### src/rtl/mixer_pkg.sv
// Shared types and width helpers for the time-multiplexed audio mixer.
package mixer_pkg;

  typedef enum logic [1:0] {IDLE, ACCUM, EMIT} state_t;

  function automatic int clog2(input int value);
    int result;
    result = 0;
    for (int i = 0; i < 31; i++) begin
      if ((1 << i) < value) result = i + 1;
    end
    return result;
  endfunction

  // The sum of NUM_CH full-scale terms always fits, so the accumulator never wraps.
  function automatic int acc_width(input int in_w, input int vol_w, input int num_ch);
    return in_w + vol_w + clog2(num_ch);
  endfunction

endpackage

### src/rtl/mixer_ch_scale.sv
// Volume scaling of one channel sample: term = mute ? 0 : sample * (vol + 1).
module mixer_ch_scale #(
  parameter int IN_W  = 4,
  parameter int VOL_W = 2
) (
  input  logic [IN_W-1:0]       sample,
  input  logic [VOL_W-1:0]      vol,
  input  logic                  mute,
  output logic [IN_W+VOL_W-1:0] term
);

  localparam int PROD_W = IN_W + VOL_W + 1;

  logic [VOL_W:0]    gain;
  logic [PROD_W-1:0] prod;

  assign gain = {1'b0, vol} + (VOL_W + 1)'(1);
  assign prod = PROD_W'(sample) * PROD_W'(gain);

  // The top product bit is always zero: the largest product is (2^IN_W-1)*2^VOL_W.
  assign term = mute ? '0 : prod[IN_W+VOL_W-1:0];

endmodule

### src/rtl/audio_mixer_nch.sv
// N-channel mixer: snapshots inputs on sample_tick, accumulates one scaled channel
// per clock, then emits one saturated sample with a single-cycle valid strobe.
import mixer_pkg::*;

module audio_mixer_nch #(
  parameter int NUM_CH = 4,
  parameter int IN_W   = 4,
  parameter int VOL_W  = 2,
  parameter int OUT_W  = 8,
  parameter int SHIFT  = 0
) (
  input  logic                    clk,
  input  logic                    rst,
  input  logic                    sample_tick,
  input  logic [NUM_CH*IN_W-1:0]  in_bus,
  input  logic [NUM_CH*VOL_W-1:0] vol_bus,
  input  logic [NUM_CH-1:0]       mute,
  input  logic                    overrun_clr,
  output logic [OUT_W-1:0]        out,
  output logic                    out_valid,
  output logic                    busy,
  output logic                    overrun
);

  localparam int ACC_W  = acc_width(IN_W, VOL_W, NUM_CH);
  localparam int IDX_W  = (NUM_CH > 1) ? clog2(NUM_CH) : 1;
  localparam int TERM_W = IN_W + VOL_W;
  localparam int CMP_W  = (ACC_W > OUT_W) ? ACC_W : OUT_W;
  localparam logic [IDX_W-1:0] LAST_IDX = IDX_W'(NUM_CH - 1);

  state_t state, state_next;

  logic [IN_W-1:0]   in_snap   [NUM_CH];
  logic [VOL_W-1:0]  vol_snap  [NUM_CH];
  logic [NUM_CH-1:0] mute_snap;

  logic [IDX_W-1:0]  idx;
  logic [ACC_W-1:0]  acc;
  logic [TERM_W-1:0] term;
  logic [CMP_W-1:0]  shifted;
  logic [CMP_W-1:0]  sat_max;
  logic [OUT_W-1:0]  mixed;
  logic              start;

  assign start = (state == IDLE) && sample_tick;
  assign busy  = (state != IDLE);

  mixer_ch_scale #(
    .IN_W  (IN_W),
    .VOL_W (VOL_W)
  ) u_scale (
    .sample (in_snap[idx]),
    .vol    (vol_snap[idx]),
    .mute   (mute_snap[idx]),
    .term   (term)
  );

  assign shifted = CMP_W'(acc >> SHIFT);
  assign sat_max = CMP_W'({OUT_W{1'b1}});
  assign mixed   = (shifted > sat_max) ? '1 : shifted[OUT_W-1:0];

  always_ff @(posedge clk or posedge rst) begin
    if (rst) state <= IDLE;
    else     state <= state_next;
  end

  always_comb begin
    state_next = state;
    case (state)
      IDLE:    if (sample_tick) state_next = ACCUM;
      ACCUM:   if (idx == LAST_IDX) state_next = EMIT;
      EMIT:    state_next = IDLE;
      default: state_next = IDLE;
    endcase
  end

  // Snapshot registers need no reset; they are only read after a tick loads them.
  always_ff @(posedge clk) begin
    if (start) begin
      for (int k = 0; k < NUM_CH; k++) begin
        in_snap[k]  <= in_bus[k*IN_W +: IN_W];
        vol_snap[k] <= vol_bus[k*VOL_W +: VOL_W];
      end
      mute_snap <= mute;
    end
  end

  always_ff @(posedge clk or posedge rst) begin
    if (rst) begin
      acc       <= '0;
      idx       <= '0;
      out       <= '0;
      out_valid <= 1'b0;
    end else begin
      out_valid <= (state == EMIT);
      if (start) begin
        acc <= '0;
        idx <= '0;
      end else if (state == ACCUM) begin
        acc <= acc + ACC_W'(term);
        if (idx != LAST_IDX) idx <= idx + IDX_W'(1);
      end
      if (state == EMIT) out <= mixed;
    end
  end

  // A tick that lands mid-mix is dropped; setting outranks a simultaneous clear.
  always_ff @(posedge clk or posedge rst) begin
    if (rst)                       overrun <= 1'b0;
    else if (sample_tick && busy)  overrun <= 1'b1;
    else if (overrun_clr)          overrun <= 1'b0;
  end

endmodule

### config.mk
export PLATFORM = sky130hd
export DESIGN_NAME = audio_mixer_nch
export DESIGN_NICKNAME = d
export VERILOG_FILES = /design/src/rtl/mixer_pkg.sv /design/src/rtl/mixer_ch_scale.sv /design/src/rtl/audio_mixer_nch.sv
export SDC_FILE = /design/constraint.sdc
export NUM_CORES = 1
export LEC_CHECK = 0
export ABC_AREA = 1
export BUFFER_PORTS_ARGS = -buffer_cell sky130_fd_sc_hd__buf_4
export CORE_MARGIN = 10
export CORE_UTILIZATION = 46
export DETAILED_ROUTE_END_ITERATION = 8
export GPL_ROUTABILITY_DRIVEN = 0
export GPL_TIMING_DRIVEN = 0
export PLACE_DENSITY_LB_ADDON = 0.1
export REMOVE_ABC_BUFFERS = 1
export SETUP_SLACK_MARGIN = 0.5
export SYNTH_ARGS = -nofsm -noshare
export SYNTH_HDL_FRONTEND = slang
export SYNTH_SLANG_ARGS = --single-unit
### constraint.sdc
create_clock -name clk -period 4.35 [get_ports clk]
set_clock_uncertainty 0.05 [all_clocks]
set_input_delay 0 -clock clk [delete_from_list [all_inputs] [get_ports clk]]
set_output_delay 0 -clock clk [all_outputs]
set_load 0.03 [all_outputs]
; Word-level counts from Yosys, hierarchy flattened
; Memories as Yosys holds them, arrays and structs flattened.
; Cells that the tools add are included.
[totals]
word_cells = 46
out_inout_bits = 11
regBits = 26
ram_bits = 24
mem_count = 2
[memory_table]
columns = name, words, word_bits, read_ports, rd_ports_with_merged_regs, write_ports, line
row1 = in_snap, 4, 4, 1, 0, 4, audio_mixer_nch.sv:33  ; logic [IN_W-1:0] in_snap [NUM_CH];
row2 = vol_snap, 4, 2, 1, 0, 4, audio_mixer_nch.sv:34  ; logic [VOL_W-1:0] vol_snap [NUM_CH];
[classes]
addsub = 3
eq_ne = 6
reduce_logical = 9
n_mux = 16
magnitude_cmp = 2
n_mul = 1
[op_table]
columns = op, n
row1 = two-way mux 8 bit, 3
row2 = two-way mux 2 bit, 5
row3 = adder 8 x 6 -> 8 bit, 1
row4 = greater-than comparator 8 bit (second input constant), 1
row5 = nonzero test 2 bit, 4
row6 = multiplier 4 x 3 -> 6 bit, 1
row7 = two-way mux 6 bit, 1
row8 = inequality test 2 bit (second input constant), 3
row9 = two-way mux 1 bit, 5
row10 = == test 2 bit (second input constant), 2
row11 = case mux 2 bit (2 select lines), 1
row12 = AND reduction 2 bit, 2
row13 = adder 2 x 1 -> 3 bit (second input constant), 1
row14 = < comparator 2 x 3 -> 1 bit (second input constant), 1
row15 = adder 2 x 1 -> 2 bit (second input constant), 1
row16 = binary-select mux 1 bit (select 2 bit), 1
row17 = == test 2 x 1 -> 1 bit (second input constant), 1
row18 = logical AND 1 bit, 2
row19 = logical NOT 2 bit, 1

; Longest topological paths before layout
; Gate-level depths: netlist of the first run.
; An unclocked memory read counts as a cell.
[logic_depth]
word_depth = 7
ltp_mapped = 25

; Modules after synthesis
; A second synthesis of the first run with hierarchy kept.
[hier_totals]
cells_unflattened = 264
area_unflattened_um2 = 2512.4
[by_module_without_submodules]
columns = module, area_per_inst_um2, cells_each, instances
row1 = audio_mixer_nch, 2207.1, 212, 1
row2 = mixer_ch_scale, 305.3, 52, 1

; Least setup slack after synthesis of the first run
; No wires, ideal clock.
[synth_path]
path_kind = register to register
from = reg idx[0]
to = reg acc[7]
setup_slack_ps = 858
period_less_slack_ps = 3492
path_stages_with_launch = 21
required_time_ps = 4181
arrival_time_ps = 3323
cell_sequence = dfrtp_1 > inv_2 > buf_6 > o21ai_0 > o22ai_1 > ha_1 > nand2_1 > fa_1 > inv_1 > ha_1 > fa_1 > xnor2_1 > nor2_1 > ha_1 > nand2_1 > nor2_1 > nand2_1 > nand2_1 > nand3_1 > nand2_1 > nor2_1
[synth_between]
elab_chain_len = 7
word_cells_on_any_way = 10
[synth_lines]
columns = item, line
row1 = from (decl), audio_mixer_nch.sv:37  ; logic [IDX_W-1:0] idx;
row2 = from (signal assigned), audio_mixer_nch.sv:101  ; if (idx != LAST_IDX) idx <= idx + IDX_W'(1);
row3 = memory read (4 x 2 bit), --
row4 = adder 2 x 1 -> 3 bit, mixer_ch_scale.sv:17  ; assign gain = {1'b0, vol} + (VOL_W + 1)'(1);
row5 = multiplier 4 x 3 -> 6 bit, mixer_ch_scale.sv:18  ; assign prod = PROD_W'(sample) * PROD_W'(gain);
row6 = two-way mux 6 bit (*), mixer_ch_scale.sv:21  ; assign term = mute ? '0 : prod[IN_W+VOL_W-1:0];
row7 = adder 8 x 6 -> 8 bit (*), audio_mixer_nch.sv:100  ; acc <= acc + ACC_W'(term);
row8 = two-way mux 8 bit (*), audio_mixer_nch.sv:99  ; end else if (state == ACCUM) begin
row9 = two-way mux 8 bit (*), audio_mixer_nch.sv:96  ; if (start) begin
row10 = to (signal assigned), audio_mixer_nch.sv:100
row11 = to (decl), audio_mixer_nch.sv:38  ; logic [ACC_W-1:0] acc;
; Every way passes the cells marked *; elsewhere a longest branch is shown, timed or not. The select of a mux whose other input is x is not followed.
; A chain may end at the register's enable or synchronous reset.

; Worst setup path in the final report of the first run
[layout_path]
from = reg idx[0]
to = reg acc[6]
; Same word-level chain as after synthesis.

==> run summary, run 1 <==
The flow ran to the end, and the final reports show no timing, DRC or antenna violations. The total clock buffers created by CTS is 5. The critical path class is flip-flop to flip-flop. The maximum fanout encountered on the critical timing path is 8.

The highest ir drop seen on vdd is 0.0003719 V. The gate count of the mapped netlist came out at approximately 260. The routed wirelength normalized by instance count came out at 12.82 um. The library cell occupying the most area in the post-synthesis netlist is sky130_fd_sc_hd__edfxtp_1. The number of unique standard cell types used by synthesis is 21. The detail route stage leaves a number of antenna-violating nets equal to 0. The number of detailed-routing iterations run before antenna repair came out at 5. The number of remaining DRC errors is 0. The antenna diode instance count came out at 0.

The area growth from synthesis to layout is 37.91%. Based on the critical path, the design can be clocked at up to 0.2736 GHz. The all-layer global routing usage came out at 12.18%.

The area share of the leading cell type in the synthesized netlist is roughly 34%. The post-detailed-placement half-perimeter wirelength is 3388 um. The final-stage net count is 397. In this design, the largest share of critical-path delay is due to adder cells. The cell area that synthesis handed to floorplanning was roughly 0.0025 mm^2.

The clock tree from TritonCTS is built. The number of input and output port buffers inserted came out at 42. The total wire length after detailed routing came out at 5370 um.

In the post-synthesis netlist, the biggest area contributors are sky130_fd_sc_hd__edfxtp_1, sky130_fd_sc_hd__dfrtp_1, sky130_fd_sc_hd__nand2_1. The share of post-route cells with drive strength above 1 came out at between 20% and 30%. The dominant cell type by count on the critical path is sky130_fd_sc_hd__nand2_1. The analysis attributes to cell leakage a power of around 1.6 nW. The total count of max-transition violations in the final report came out at 0. The number of buffers and inverters on the critical path is 3. The initial antenna violation count came out at 0. In this run the mean area of a mapped cell was approximately 9.6 um^2. The number of endpoints with negative hold slack in the final report came to 0. The floorplan step defined a die boundary enclosing 0.008808 mm^2. The core outline area came out at 0.005205 mm^2. CTS placed an instance of sky130_fd_sc_hd__clkbuf_8 at the clock tree root. The maximum number of pins on one net before global-route repair is 29. Power spread over the standard cell area amounts to between 700 and 800 mW/mm^2.

The data required time of the critical path came out at 4550 ps. Dividing the final minimum period by the clock period gives 84.03%. In this run the worst hold path is classified as input pin to flip-flop. Among all stages on the critical path, the largest delay is contributed by sky130_fd_sc_hd__dfrtp_4. The total vias in the final route came out at about 2000. The worst stage delay on the critical path is 570 ps.

The slew at the pin closest to its max-slew limit came out at 1038 ps. The number of global-route vias before repair is 1905. The effective utilization at floorplan is 48.20%. At the worst endpoint, the arrival time is 3850 ps. The number of rows created at floorplan is 26. The per-cell via count in the routed design came out at 4.680.

The setup total negative slack is 0 ps. The violation count after the first detailed-routing iteration is 85. Overall power consumption after layout is estimated at 2.703 mW.

The number of buffers on the longest clock path came out at 2. Across the run, the number of max-cap violations was 0. The horizontal extent of the die came out at ~94 um.

The worst slew margin relative to its limit is 30.71%. The Yosys step of the flow raised 0 warnings. The number of sinks on the clock net is 50. The final number of setup-violating endpoints is 0. The worst setup path is captured at a flip-flop. The critical path goes through buf_6 > o21ai_2 > o22ai_2 > ha_4 > nand2_1 > fa_1 > inv_1 > ha_2 > fa_1 > inv_1 > nor2_1 > ha_1 > a21oi_1 > nand2_1 > nand2_1 > nand2_1 > nand2_1 > nand3_1 > nand2_1. The first-pass GRT wire length came out at 8659 um. The number of register bits inferred by synthesis is 50. Sequential elements use 55.46% of the synthesized area. After clock tree synthesis, the clock-pin slew on the worst setup and hold paths is 100 ps.

The minimum period implied by the final worst setup slack is 3655 ps. 43 I/O pins were placed. After global routing the overflow that remains totals 0. The number of H-tree levels came out at 2. The height of the die is 93.85 um. Setup repair after global routing left no endpoint under its margin. The later pin in the worst-skew pair is clocked with a latency of about 300 ps.

The worst setup path is launched from a flip-flop.
-- worst register-to-register path, cell delays in order (launching register included) --
cell and delay (ps):
sky130_fd_sc_hd__dfrtp_4 570, sky130_fd_sc_hd__buf_6 160, sky130_fd_sc_hd__o21ai_2 140, sky130_fd_sc_hd__o22ai_2 120, sky130_fd_sc_hd__ha_4 290, sky130_fd_sc_hd__nand2_1 70, sky130_fd_sc_hd__fa_1 500, sky130_fd_sc_hd__inv_1 50
sky130_fd_sc_hd__ha_2 190, sky130_fd_sc_hd__fa_1 480, sky130_fd_sc_hd__inv_1 40, sky130_fd_sc_hd__nor2_1 100, sky130_fd_sc_hd__ha_1 280, sky130_fd_sc_hd__a21oi_1 140, sky130_fd_sc_hd__nand2_1 110, sky130_fd_sc_hd__nand2_1 70
sky130_fd_sc_hd__nand2_1 60, sky130_fd_sc_hd__nand2_1 60, sky130_fd_sc_hd__nand3_1 70, sky130_fd_sc_hd__nand2_1 60
-- per-layer routing --
layer  up-vias  share of wire (%)  track usage, %
li1       1023                  -               -
met1       894                 42           13.85
met2        42                 51           20.85
met3         2                6.4           4.796
met4         0               0.50           3.038
met5         -                  0               0
-- worst paths after layout --
check	from	end	slack [ps]	depth (start not counted)
hold reg to reg	out[5]	out[5]	430	2
setup / recovery	idx[0]	acc[6]	690	19
hold / removal	vol_bus[0]	vol_snap[0][0]	350	2
min in group asynchronous	rst	out_valid	360	3
max in group asynchronous	rst	idx[0]	3300	3
setup reg to reg	idx[0]	acc[6]	690	19
-- registers in the layout (all words and copies together) (netlist names) --
register   count
state          2
out_valid      1
in_snap       16
acc            8
out            8
overrun        1
mute_snap      4
vol_snap       8
idx            2
-- synthesized netlist by cell type --
cell and count:
sky130_fd_sc_hd__nor2_1 20, sky130_fd_sc_hd__nor3_2 1, sky130_fd_sc_hd__o21ai_1 8, sky130_fd_sc_hd__nand3_1 23
sky130_fd_sc_hd__buf_6 2, sky130_fd_sc_hd__buf_2 2, sky130_fd_sc_hd__nand3b_1 2, sky130_fd_sc_hd__o22ai_1 2
sky130_fd_sc_hd__a21oi_1 7, sky130_fd_sc_hd__nand3_2 3, sky130_fd_sc_hd__o21ai_0 9, sky130_fd_sc_hd__inv_2 8
sky130_fd_sc_hd__dfrtp_1 22, sky130_fd_sc_hd__nand2_1 70, sky130_fd_sc_hd__edfxtp_1 28, sky130_fd_sc_hd__nor2_2 1
sky130_fd_sc_hd__xnor2_1 1, sky130_fd_sc_hd__ha_1 13, sky130_fd_sc_hd__inv_1 25, sky130_fd_sc_hd__fa_1 4
sky130_fd_sc_hd__nand2_2 10
-- final cells by class --
class | count | area (um^2)
tap | 70 | 87.58
timing repair buffer | 84 | 714.4
clock buffer | 5 | 68.82
fill | 418 | 1745
sequential | 50 | 1396
clock inverter | 3 | 42.54
multi-input combinational | 174 | 1008
inverter | 33 | 141.4
-- kinds of logic after synthesis --
logic type / share of synthesized area, %
and+or+nand+nor: 22.99
DFF: 55.46
buffers and inverters: 6.234
AOI/OAI and AO/OA: 5.286
adders and majority gates: 9.676
xor gates and xnor gates: 0.3492
-- timing repair --
item | in CTS | in global routing
pin swaps | 0 | 5
hold endpoints to repair | 52 | 0
hold buffers | 32 | 0
resized for setup | 4 | 19
gates cloned | 0 | 0
setup buffers | 0 | 10
setup endpoints to repair | 5 | 4
-- per-stage QoR --
step	std cells	utilization (%)	hold WS [ps]	setup slack, ps	area, um^2
floorplan	257	-	-60.77	726.7	2476
global placement	369	55.31	128.1	273.9	2879
detailed placement	369	55.31	129.3	267.0	2879
CTS	409	63.77	346.7	514.4	3319
global route	419	66.47	350.1	485.8	3460
finish	419	66.47	353.8	694.8	3460
-- where the power goes --
| group | internal, mW | switching, mW |
|---|---|---|
| logic | 0.667 | 0.956 |
| clock network | 0.172 | 0.153 |
| registers | 0.662 | 0.0932 |
-- cells in the final DEF, fill, tap and decap left out, types with 2 or more instances in the layout --
cell type,n
sky130_fd_sc_hd__nand2_2,10
sky130_fd_sc_hd__dfrtp_1,20
sky130_fd_sc_hd__edfxtp_1,28
sky130_fd_sc_hd__inv_4,2
sky130_fd_sc_hd__ha_4,2
sky130_fd_sc_hd__clkbuf_8,5
sky130_fd_sc_hd__ha_1,9
sky130_fd_sc_hd__ha_2,2
sky130_fd_sc_hd__nand3_1,23
sky130_fd_sc_hd__nand2_1,70
sky130_fd_sc_hd__a21oi_1,5
sky130_fd_sc_hd__fa_1,4
sky130_fd_sc_hd__o21ai_0,6
sky130_fd_sc_hd__dlygate4sd3_1,32
sky130_fd_sc_hd__inv_2,5
sky130_fd_sc_hd__nand3b_1,2
sky130_fd_sc_hd__o21ai_1,10
sky130_fd_sc_hd__inv_1,25
sky130_fd_sc_hd__nor2_1,20
sky130_fd_sc_hd__a21oi_2,2
sky130_fd_sc_hd__buf_4,50
sky130_fd_sc_hd__nand3_2,3
Note: power is estimated with default switching activity, not from simulation.
==> inputs of run 2 (changes only) <==
clock period = 3.7 ns   (was 4.35 ns; I/O delays follow)
==> run 2 against run 1 <==
Total power grew 34%. Combinational power grew 46%. Clock power grew 17%. Routed wire length grew 5.5%. Critical path type unchanged. Critical endpoint unchanged. Largest power group unchanged.
==> run summary, run 2 (same netlist as run 1, synthesis figures left out) <==
The routed wirelength normalized by instance count came out at 13.21 um (+3.1%). Leaving out fill and tap cells, the most frequent cell in the layout is sky130_fd_sc_hd__nand2_1. The horizontal extent of the die came out at 93.85 um (unchanged).

The number of buffers on the longest clock path came out at 2 (unchanged). The number of cells after detailed placement came to 369 (unchanged). The reported leakage power is 1.692 nW (+3.6%).

The worst-skew pair later-pin latency came to 300 ps (about the same). The post-placement worst setup slack is -383.0 ps (-650.0 ps). The all-layer global routing usage is 13.31% (+1.1 points). The filler cell count in the final layout came to 391 (-6.5%). The data required time of the critical path came out at 3900 ps (-650 ps).

The number of input and output port buffers inserted came to 42 (unchanged). The number of sinks on the clock net came out at 50 (unchanged). The violation count after the first detailed-routing iteration came out at 70 (-18%). The flip-flop count of the largest register after layout was 16 (unchanged). The post-route fraction of the period consumed by the critical path came out at 96.09% (+12 points). The final number of setup-violating endpoints is 0 (unchanged).

The number of H-tree levels came out at 2 (unchanged). The number of global-route vias before repair came to 2068 (+8.6%). The minimum period implied by the final worst setup slack is 3555 ps (-99.74 ps). The critical path in this run is classified as flip-flop to flip-flop. The effective utilization at floorplan came out at 48.20% (unchanged). The achievable frequency is 0.2813 GHz (+2.8%).

The final cell count without fillers came out at 429 (+2.4%). The total count of max-transition violations in the final report is 0 (unchanged). The total wire length after detailed routing came out at 5667 um (+5.5%). The number of maximum-capacitance violations came to 0 (unchanged). The maximum fanout encountered on the critical timing path is 7 (-1).

In this run the clock root is driven by a sky130_fd_sc_hd__clkbuf_8. The core outline area is 0.005205 mm^2 (unchanged). The register with the highest flop count is in_snap. The clock tree from TritonCTS is built.

The area of combinational cells with multiple inputs is 0.001095 mm^2 (+8.6%). The sequential cell area in the final layout came to 0.001394 mm^2 (-0.18%). The floorplan die area is 0.008808 mm^2 (unchanged). The clock input transition at the sequential cells of the worst setup and hold paths came out at 90 ps (about the same).

The number of endpoints with negative hold slack in the final report came out at 0 (unchanged). The number of remaining DRC errors is 0 (unchanged). The share of total power in sequential cells is 24.3% (-3.6 points). The highest ir drop seen on vdd came out at 0.0004871 V (+31%). The path class of the tightest hold or removal check is input pin to async pin.

The share of post-route cells with drive strength above 1 came out at 33.70% (+7.3 points). The total clock buffers created by CTS came out at 5 (unchanged). The worst setup margin came out at 144.6 ps (-550.3 ps). The first-pass GRT wire length was 9453 um (+9.2%). The clock network power share is 10.5% (-1.5 points). The initial antenna violation count came to 0 (unchanged). The post-detailed-placement half-perimeter wirelength came to 3388 um (unchanged). The library cells used most frequently in the layout, excluding fill and tap cells, are sky130_fd_sc_hd__nand2_1, sky130_fd_sc_hd__buf_4, sky130_fd_sc_hd__dlygate4sd3_1. STA classifies the critical path startpoint as a flip-flop. The final-stage net count is 407 (+2.5%). The worst setup path is captured at a flip-flop.

The number of detailed-routing iterations run before antenna repair came out at 4 (-1). The internal power is 2.031 mW (+35%). The sum of internal, switching and leakage power is 3.618 mW (+34%). The logic gate share of total power is 65.2% (+5.2 points). The area growth from synthesis to final layout came out at 43.99%.

The number of rows created at floorplan was 26 (unchanged). The total congestion overflow after global routing is 0 (unchanged). The net switching share of the total power came out at 43.85% (-0.65 points). The number of top-level pins is 43 (unchanged).

The maximum number of pins on one net before global-route repair is 29 (unchanged). The flow ran to the end, and the final reports show no timing, DRC or antenna violations. The per-cell via count in the routed design came out at 4.734 (+1.2%).

The total power density per cell area came out at 1002 mW/mm^2 (+28%). The antenna diode instance count came out at 0 (unchanged). Setup repair after global routing could not meet its margin everywhere. The setup total negative slack is 0 ps (unchanged). The net switching component of the power is 1.587 mW (+32%). The height of the die came out at 93.85 um (unchanged). The slew at the pin closest to its max-slew limit came out at 1057 ps (+18.49 ps). The arrival time at the worst endpoint came to 3760 ps (-90 ps). The worst slew margin relative to its limit is 29.47% (-1.2 points). The total vias in the final route came out at 2031 (+3.6%). The number of antenna-violating nets in the routed design is 0 (unchanged).
==> run 2: through the flow <==
stage	hold slack (ps)	instance area (um^2)	utilization, %
finish	354.1	3612	69.40
global placement	128.1	2879	55.31
global route	348.6	3612	69.40
CTS	346.7	3513	67.50
floorplan	-60.77	2476	-
detailed placement	129.3	2879	55.31
==> run 2: worst max-delay path, cell delays in order, from the launching register on <==
cell and delay (ps):
sky130_fd_sc_hd__dfrtp_2 490, sky130_fd_sc_hd__clkinv_4 120, sky130_fd_sc_hd__buf_4 120, sky130_fd_sc_hd__buf_4 110
sky130_fd_sc_hd__buf_4 140, sky130_fd_sc_hd__nand2_2 60, sky130_fd_sc_hd__nand3_2 90, sky130_fd_sc_hd__nand3_2 90
sky130_fd_sc_hd__fa_1 550, sky130_fd_sc_hd__inv_2 50, sky130_fd_sc_hd__ha_4 160, sky130_fd_sc_hd__fa_2 570
sky130_fd_sc_hd__inv_2 40, sky130_fd_sc_hd__nor2_4 110, sky130_fd_sc_hd__ha_4 220, sky130_fd_sc_hd__a21oi_2 140
sky130_fd_sc_hd__nand2_2 80, sky130_fd_sc_hd__nand2_1 60, sky130_fd_sc_hd__nand2_1 60, sky130_fd_sc_hd__nand2_1 60
sky130_fd_sc_hd__nand3_1 70, sky130_fd_sc_hd__nand2_1 60
==> run 2: final cells by class <==
cell class                      instances  share of cell area (%)
Clock buffer                            5                   1.905
Clock inverter                          3                   1.178
Inverter                               33                   3.637
Multi-Input combinational cell        174                   30.31
Sequential cell                        50                   38.59
Tap cell                               70                   2.425
Timing Repair Buffer                   94                   21.96
==> run 2: layer usage <==
layer / wire [um] / GRT usage (%) / up-vias
li1: - / - / 1041
met1: 2322 / 14.81 / 936
met2: 2897 / 23.62 / 50
met3: 408 / 4.796 / 4
met4: 38 / 3.038 / 0
met5: 0 / 0 / -
==> run 2: power by group through the flow <==
stage                     logic (mW)  clock network, mW  registers [mW]
after floorplan                 1.19                  0           0.967
after global placement          1.62                  0           0.896
after detailed placement        1.65                  0           0.899
after CTS                       2.06              0.389           0.874
after global routing            2.64              0.416           0.900
final                           2.36              0.381           0.879
==> run 2: worst paths after layout <==
check / start / to / slack, ps / cells past startpoint
hold reg to reg: out[5] / out[5] / 430 / 2
hold / removal: rst / out_valid / 350 / 3
max in group asynchronous: rst / idx[1] / 2700 / 3
setup reg to reg: idx[0] / acc[6] / 140 / 21
setup / recovery: idx[0] / acc[6] / 140 / 21
min in group clk: in_bus[10] / in_snap[2][2] / 360 / 2
==> run 2: timing repair <==
item / 4_1_cts / 5_1_grt
buffers inserted: 18 / 2
pin swaps: 17 / 21
resized for setup: 24 / 22
endpoints found under the setup margin: 6 / 5
hold buffers: 32 / 0
endpoints found under the hold margin: 52 / 0
==> inputs of run 3 (changes only) <==
GPL_TIMING_DRIVEN = not set   (was 0)
==> run 3 against run 2 <==
Routed wire length is 3.9% higher. Non-clock buffer count rose by 4. Clock power down 12%. Global-route usage rose by 0.61 points. Sequential share of layout area decreased by 1.1 points. Largest cell class unchanged. Die area is the same. Fmax up 2.9%. First-iteration DRC count up 1.4%. Via count rose by 2.9%. Count of clock-buffer cells in the layout is 1 higher. Setup slack gained 100 ps. Combinational power rose by 13%.
==> run summary, run 3 (same netlist as run 1, synthesis figures left out) <==
The flow ran to the end, and the final reports show no timing, DRC or antenna violations. The library cell used most frequently in the layout, excluding fill and tap cells, is sky130_fd_sc_hd__buf_4. The clock input transition at the sequential cells of the worst setup and hold paths is 90 ps (about the same). The horizontal extent of the die is 93.85 um (unchanged). The all-layer global routing usage came out at 13.92% (+0.61 points).

The total power density per cell area came out at 1042 mW/mm^2 (+4.0%). The post-route fraction of the period consumed by the critical path came out at 93.40% (-2.7 points). The beginning of the worst hold path is sample_tick. The worst stage delay on the critical path came out at 520 ps (-50 ps). The number of H-tree levels came out at 2 (unchanged). The final number of setup-violating endpoints came to 0 (unchanged).

The achievable frequency came to 0.2894 GHz (+2.9%). The highest ir drop seen on vdd came out at 0.0004609 V (-5.4%). The per-cell via count in the routed design came out at 4.827 (+2.0%).

The effective utilization at floorplan is 48.20% (unchanged). The total count of max-transition violations in the final report is 0 (unchanged). The number of detailed-routing iterations run before antenna repair is 4 (unchanged). The worst slew margin relative to its limit came out at 32.16% (+2.7 points). The number of rows created at floorplan came out at 26 (unchanged).

The reported leakage power is 1.701 nW (+0.56%). The critical path ends at acc[6]. The number of cells after detailed placement is 376 (+1.9%). The endpoint of the lowest-slack register-to-register path is acc[6]. The number of sinks on the clock net is 50 (unchanged).

The worst-skew pair later-pin latency is 310 ps (about the same). The first-pass GRT wire length came out at 9963 um (+5.4%). The initial antenna violation count was 0 (unchanged). The number of endpoints with negative hold slack in the final report came out at 0 (unchanged).

Counting stages on the worst path, the most repeated cell is sky130_fd_sc_hd__nand2_2. The maximum fanout encountered on the critical timing path came out at 4 (-3). The area growth from synthesis to final layout is 48.38%. The number of remaining DRC errors is 0 (unchanged). The core outline area was 0.005205 mm^2 (unchanged). The slowest stage of the critical path is the sky130_fd_sc_hd__fa_2 cell. The worst hold slack after final layout came out at 17.68 ps (-336.4 ps). The critical path goes through buf_6 > o21ai_4 > o22ai_4 > ha_4 > nand2_2 > fa_1 > inv_2 > ha_4 > fa_2 > inv_2 > nor2_4 > ha_4 > a21oi_2 > nand2_2 > nand2_2 > nand2_2 > nand2_1 > nand3_1 > nand2_1.

The post-detailed-placement half-perimeter wirelength came out at 3556 um (+4.9%). The clock tree from TritonCTS is built. The maximum number of pins on one net before global-route repair is 29 (unchanged).

The data required time of the critical path came out at 3900 ps (about the same). The arrival time at the worst endpoint came out at 3650 ps (-110 ps). The routed wirelength normalized by instance count came to 13.60 um (+3.0%).

In this run the worst hold path is classified as input pin to flip-flop. The antenna diode instance count is 0 (unchanged). The final cell count without fillers is 433 (+0.93%). The number of maximum-capacitance violations is 0 (unchanged). The filler cell count in the final layout was 369 (-5.6%). The violation count after the first detailed-routing iteration came to 71 (+1.4%).

The register-to-register path setup slack came out at 240 ps (+100 ps). The launch point of the worst reg-to-reg path is idx[0]. By startpoint and endpoint, the worst setup path is classified as flip-flop to flip-flop. The setup total negative slack was 0 ps (unchanged). The worst setup margin came out at 244.2 ps (+99.65 ps). The beginning of the critical path is idx[0]. Counting flops per register, the top entry is in_snap.

The height of the die is 93.85 um (unchanged). The cell sitting at the root of the clock tree is a sky130_fd_sc_hd__clkbuf_8. The number of buffers on the longest clock path came to 2 (unchanged). The number of antenna-violating nets in the routed design is 0 (unchanged).

The floorplan die area came out at 0.008808 mm^2 (unchanged). The number of global-route vias before repair came out at 2233 (+8.0%). The total wire length after detailed routing came out at 5890 um (+3.9%). The total congestion overflow after global routing came out at 0 (unchanged). The total vias in the final route is 2090 (+2.9%). The post-placement worst setup slack was 47.78 ps (+430.8 ps). The worst setup path is captured at a flip-flop. STA classifies the critical path startpoint as a flip-flop. The number of top-level pins is 43 (unchanged). The number of input and output port buffers inserted is 42 (unchanged).

In the layout the commonest cells are sky130_fd_sc_hd__buf_4, sky130_fd_sc_hd__nand2_1, sky130_fd_sc_hd__dlygate4sd3_1. The share of post-route cells with drive strength above 1 came out at 39.39% (+5.7 points). The total clock buffers created by CTS came to 5 (unchanged). Setup repair after global routing could not meet its margin everywhere. The minimum period implied by the final worst setup slack is 3456 ps (-99.65 ps).

The final-stage net count is 411 (+0.98%). The slew at the pin closest to its max-slew limit is 1017 ps (-40.22 ps). The flip-flop count of the largest register after layout is 16 (unchanged). The depth of the worst register-to-register path is 19 (-9.5%).
[run 3: layer usage]
layer	track usage [%]	part of all wire (%)	up-vias
met3	5.356	5.9	13
met4	5.063	2.0	0
met2	24.19	51	56
met5	0	0	-
met1	14.98	41	974
li1	-	-	1047
[run 3: repair_timing]
item	in CTS	in global routing
pin swaps	25	16
hold endpoints to repair	51	0
setup buffers	12	6
hold buffers	31	0
endpoints found under the setup margin	5	5
gates resized for setup	25	36
[run 3: area by class of cell]
cell class | count | area [um^2] | share of cell area, %
clock buffer | 6 | 82.58 | 2.218
clock inverter | 2 | 12.51 | 0.3361
inverter | 33 | 128.9 | 3.462
multi-input combinational | 174 | 1185 | 31.83
sequential | 50 | 1394 | 37.45
tap | 70 | 87.58 | 2.353
timing repair buffer | 98 | 832.0 | 22.35
[run 3: worst min path at each step]
| stage | cells past startpoint | slack, ps | to |
|---|---|---|---|
| 2_1_floorplan | 1 | -60 | acc[0] |
| 3_3_place_gp | 1 | 130 | mute_snap[3] |
| 3_5_place_dp | 1 | 130 | in_snap[3][2] |
| 4_1_cts | 4 | 20 | acc[7] |
| 5_1_grt | 4 | 40 | acc[5] |
| 6_report | 4 | 20 | acc[7] |
[run 3: worst max-delay path: cells and delay by family, from the launching register on]
kind	cells	cell delay, ps
buf+inv	3	230
compound gates	3	420
simple gates	8	550
fa+ha+maj	5	1670
flops	1	470
[run 3: power by group]
group | total (mW) | leakage (nW) | internal, mW | switching (mW)
Combinational | 2.66 | 1.12 | 1.22 | 1.43
Clock | 0.335 | 0.0472 | 0.151 | 0.184
Sequential | 0.886 | 0.534 | 0.776 | 0.110
[run 3: through the flow]
stage	util [%]	instance area, um^2	power (mW)
after global placement	56.32	2932	2.581
after CTS	67.84	3531	3.418
after detailed placement	56.32	2932	2.609
after floorplan	-	2476	2.156
final	71.51	3722	3.877
after global routing	71.51	3722	4.243
